[src/rtl/gray_counter_conv.sv]
// Up/down binary+Gray counter with load, plus an independent bin<->Gray converter.
// Counter updates each edge; converter result appears one cycle after the request, no back-pressure.
module gray_counter_conv #(
    parameter int WIDTH = 4
) (
    input  logic             i_clk,
    input  logic             i_rst,
    input  logic             i_en,
    input  logic             i_up_dn,
    input  logic             i_load,
    input  logic [WIDTH-1:0] i_load_val,
    output logic [WIDTH-1:0] o_bin,
    output logic [WIDTH-1:0] o_gray,
    output logic             o_tc,
    input  logic             i_conv_valid,
    input  logic             i_conv_mode,
    input  logic [WIDTH-1:0] i_conv_in,
    output logic [WIDTH-1:0] o_conv_out,
    output logic             o_conv_out_valid
);

    logic [WIDTH-1:0] r_bin;
    logic [WIDTH-1:0] r_gray;
    logic [WIDTH-1:0] r_conv_out;
    logic             r_conv_out_valid;

    logic [WIDTH-1:0] w_bin_nxt;
    logic [WIDTH-1:0] w_gray_nxt;
    logic [WIDTH-1:0] w_b2g;
    logic [WIDTH-1:0] w_g2b;

    always_comb begin
        w_bin_nxt = r_bin;
        if (i_load) begin
            w_bin_nxt = i_load_val;
        end else if (i_en) begin
            w_bin_nxt = i_up_dn ? (r_bin + WIDTH'(1)) : (r_bin - WIDTH'(1));
        end
    end

    // Gray is encoded from the next binary value so both registers move on the same edge.
    assign w_gray_nxt = w_bin_nxt ^ (w_bin_nxt >> 1);

    assign w_b2g = i_conv_in ^ (i_conv_in >> 1);

    // Each binary bit is the XOR of all Gray bits at or above it.
    always_comb begin
        w_g2b = '0;
        for (int i = 0; i < WIDTH; i++) begin
            w_g2b[i] = ^(i_conv_in >> i);
        end
    end

    always_ff @(posedge i_clk) begin
        if (i_rst) begin
            r_bin  <= '0;
            r_gray <= '0;
        end else begin
            r_bin  <= w_bin_nxt;
            r_gray <= w_gray_nxt;
        end
    end

    always_ff @(posedge i_clk) begin
        if (i_rst) begin
            r_conv_out       <= '0;
            r_conv_out_valid <= 1'b0;
        end else begin
            r_conv_out_valid <= i_conv_valid;
            if (i_conv_valid) begin
                r_conv_out <= i_conv_mode ? w_g2b : w_b2g;
            end
        end
    end

    assign o_bin            = r_bin;
    assign o_gray           = r_gray;
    assign o_tc             = (i_up_dn && (r_bin == '1)) || (!i_up_dn && (r_bin == '0));
    assign o_conv_out       = r_conv_out;
    assign o_conv_out_valid = r_conv_out_valid;

endmodule
[config.mk]
export PLATFORM = sky130hd
export DESIGN_NAME = gray_counter_conv
export DESIGN_NICKNAME = d
export VERILOG_FILES = /design/src/rtl/gray_counter_conv.sv
export SDC_FILE = /design/constraint.sdc
export NUM_CORES = 1
export LEC_CHECK = 0
export ABC_AREA = 0
export CAP_MARGIN = 20
export CORE_MARGIN = 2
export CORE_UTILIZATION = 35
export CTS_CLUSTER_SIZE = 14
export DETAILED_ROUTE_END_ITERATION = 16
export GPL_TIMING_DRIVEN = 0
export PLACE_DENSITY = 0.72
export RECOVER_POWER = 25
export REMOVE_ABC_BUFFERS = 1
export SYNTH_ARGS = -nofsm -noshare
export SYNTH_HDL_FRONTEND = slang
export SYNTH_SLANG_ARGS = --single-unit
export TNS_END_PERCENT = 1
[constraint.sdc]
create_clock -name i_clk -period 1.75 [get_ports i_clk]
set_input_delay 0.175 -clock i_clk [delete_from_list [all_inputs] [get_ports i_clk]]
set_output_delay 0.175 -clock i_clk [all_outputs]
set_load 0.05 [all_outputs]
==> impl_metrics.env <==
export IMPL_hold_class="in2reg"
export IMPL_io_pins=29
export IMPL_synth_compound_area_frac=0.135
export IMPL_drive_above_1_share=0.117
export IMPL_r2r_start="o_bin[0]"
export IMPL_grt_util_all_layers=0.131
export IMPL_via_per_inst=4.84
export IMPL_syn2layout_area_growth_pct=47.5
export IMPL_cts_tree="yes"
export IMPL_rsz0062_at_grt="no"
export IMPL_drv_cap=0
export IMPL_synth_top_area_cell="dfxtp_1"
export IMPL_overflow=0
export IMPL_synthAdderAreaFrac=0.0655
export IMPL_row_count=16
export IMPL_die_w_um=48.3
export IMPL_grt_pass1_vias=577
export IMPL_dieArea_sq_mm=0.00234
export IMPL_clkLatencyLatePin_ns=0.26
export IMPL_routabilityCongestion=0.803
export IMPL_firstDrtPassIters=4
export IMPL_ys_seq_elements=12
export IMPL_power_density_mw_per_mm2=843
export IMPL_synth_mux_area_frac=0.0891
export IMPL_cp_max_fo=7
export IMPL_ant_nets=0
export IMPL_path_delay_family="adder cells"
export IMPL_grt_max_degree=13
export IMPL_power_mw=0.856
export IMPL_post_cts_buffers=0
export IMPL_netlist_area_leader_share=0.349
export IMPL_vias=629
export IMPL_crit_required_ns=1.95
export IMPL_syn_inst=75
export IMPL_cp_arrival_ns=1.86
export IMPL_cts_max_path_buffers=2
export IMPL_seq_area_frac_synth=0.349
export IMPL_timing_rr_end="o_gray[1]"
export IMPL_synth_top_family_by_area="simple AND/OR/NAND/NOR gates"
export IMPL_slew_headroom=0.661
export IMPL_seqCellArea_sq_um=243
export IMPL_die_h_um=48.3
export IMPL_min_to="o_bin[3]"
export IMPL_clk_pin_slew_ns=0.07
export IMPL_multi_input_comb_area_sq_um=419
export IMPL_clock_sinks=12
export IMPL_postCtsHoldBufs=0
export IMPL_final_core_util=0.534
export IMPL_drt_iter0_drc=2
export IMPL_hold_start="i_up_dn"
export IMPL_nets=122
export IMPL_synth_xor_area_share=0.0891
export IMPL_wire_per_inst_um=11.0
export IMPL_fin_crit_sh=0.952
export IMPL_dp_hpwl_um=1110
export IMPL_pre_cts_ws_ns=-0.619
export IMPL_crit_path_cell_trace="fa_1 -> mux2_2 -> mux2i_4 -> or3_1 -> a21oi_1"
export IMPL_diodes=0
export IMPL_n_fill_cell=186
export IMPL_hold_viol=0
export IMPL_ctsHtreeMaxLevel=1
export IMPL_cts_made_buffers=3
export IMPL_antenna_found_initial=0
export IMPL_worst_path_buf_inv=0
export IMPL_r2r_slack_ns=0.08
export IMPL_wl_um=1430
export IMPL_port_buffers=28
export IMPL_fin_skew_ns=0.00354
export IMPL_critPathLaunchType="flip-flop"
export IMPL_core_area_sq_mm=0.00190
export IMPL_leakage_nw=0.434
export IMPL_synthSimpleGateAreaFrac=0.213
export IMPL_grt_first_pass_wirelength_um=2390
export IMPL_synthTopCellsByArea="dfxtp_1 35%, mux2i_1 7.3%, xnor2_1 6.4%, nor2_1 4.4%, ha_1 3.6%"
export IMPL_setup_slack_ns=0.0847
export IMPL_fin_crit_ns=1.67
export IMPL_syn_cell_area_sq_um=688
export IMPL_drc=0
export IMPL_yosys_warnings=0
export IMPL_crit_path_top_delay_cell="fa_1"
export IMPL_hold_depth=4
export IMPL_rr_worst_depth=5
export IMPL_slowest_delay_ns=0.50
export IMPL_postSynthAreaPerCell_sq_um=9.18
export IMPL_crit_path_end_kind="flip-flop"
export IMPL_synth_cell_type_count=34
export IMPL_setup_viol=0
export IMPL_tightest_slew_ns=0.507
export IMPL_fmax_mhz=601
export IMPL_crit_type="reg2reg"
export IMPL_ir_drop_mv=0.499
export IMPL_maxSlewViolCount=0
export IMPL_cts_root_buf="clkbuf_4"
export IMPL_initial_core_util=0.362
export IMPL_outcome="completed"
## how the worst max path moves through the flow
stage              from         to  slack (ns)  cells after the start
5_1_grt        o_bin[0]  o_gray[1]       0.004                      5
4_1_cts        o_bin[0]  o_gray[1]       0.005                      5
6_report       o_bin[0]  o_gray[1]        0.08                      5
2_1_floorplan  o_bin[2]       o_tc       -0.56                      2
3_3_place_gp    i_up_dn       o_tc       -0.60                      4
3_5_place_dp    i_up_dn       o_tc       -0.62                      4
## cell type report
cell class	count	share of cell area
well taps	27	0.0333
multi-input cells	55	0.413
flip-flops and latches	12	0.239
clock buffers	4	0.0358
repair buffers	28	0.264
inverters	4	0.0148
## flip-flops by register name, indices dropped and copies added (netlist names)
register,flops
o_bin,4
o_conv_out,4
o_gray,3
o_conv_out_valid,1
## power by group
part           leakage [nW]  switching [mW]  internal (mW)  total (mW)
Clock                0.0210          0.0861          0.126       0.212
Sequential            0.100          0.0197          0.300       0.320
Combinational         0.313           0.192          0.132       0.323
## routing by layer
| layer | track usage | vias up | wire (um) |
|---|---|---|---|
| met3 | 0.0525 | 2 | 111 |
| met2 | 0.213 | 24 | 667 |
| met4 | 0.0714 | 0 | 10 |
| met5 | 0 | - | 0 |
| li1 | - | 323 | - |
| met1 | 0.146 | 280 | 637 |
## stage by stage
stage / setup TNS, ns / instance area [sq um] / cells / hold WS (ns)
2_1_floorplan: -1.48 / 662 / 71 / 0.244
3_3_place_gp: -2.98 / 976 / 126 / 0.462
3_5_place_dp: -3.17 / 976 / 126 / 0.465
4_1_cts: 0 / 1010 / 130 / 0.483
5_1_grt: 0 / 1010 / 130 / 0.469
6_report: 0 / 1010 / 130 / 0.447
## worst register-to-register path: stages (launching register included)
cell     delay [ns]
dfxtp_2        0.36
fa_1           0.50
mux2_2         0.16
mux2i_4        0.08
or3_1          0.39
a21oi_1        0.12
## cells by family (layout without fill, tap and decap cells)
kind of cell             after synthesis  in the layout
flip-flops                            12             12
AO/OA/AOI/OAI                         14             14
adder cells (fa/ha/maj)                3              3
AND/OR/NAND/NOR                       25             25
multiplexers                           6              6
buffers and inverters                  8             36
XOR/XNOR                               7              7
## cell usage in the layout, fill, tap and decap left out, types with 3 or more instances in the layout
cell type and n:
clkdlybuf4s50_1 19, dfxtp_1 10, nor2_1 8, xnor2_1 5, inv_1 4, mux2i_1 4, dlygate4sd2_1 4, o21ai_0 3
a21oi_1 3, clkbuf_4 3, dlygate4sd3_1 3
## synthesized netlist by cell type (all sizes together)
cell,n
a211oi,2
and4bb,1
a22oi,1
or4b,1
clkbuf,2
nand2,2
a221o,1
or4,1
a31oi,1
nor2,8
mux2i,5
mux2,1
buf,2
o21ai,3
and3,1
ha,2
a21oi,3
nor2b,1
o21bai,1
nor3,1
nor3b,1
o2bb2ai,1
dfxtp,12
fa,1
xor2,2
xnor2,5
or3,2
nand3b,2
inv,4
nand3,3
a21o,1
nand2b,1
## what timing repair did
action	4_1_cts	5_1_grt
endpoints found under the setup margin	9	5
gates resized for setup	13	6
hold endpoints to repair	0	0
(Power assumes the default switching activity.)
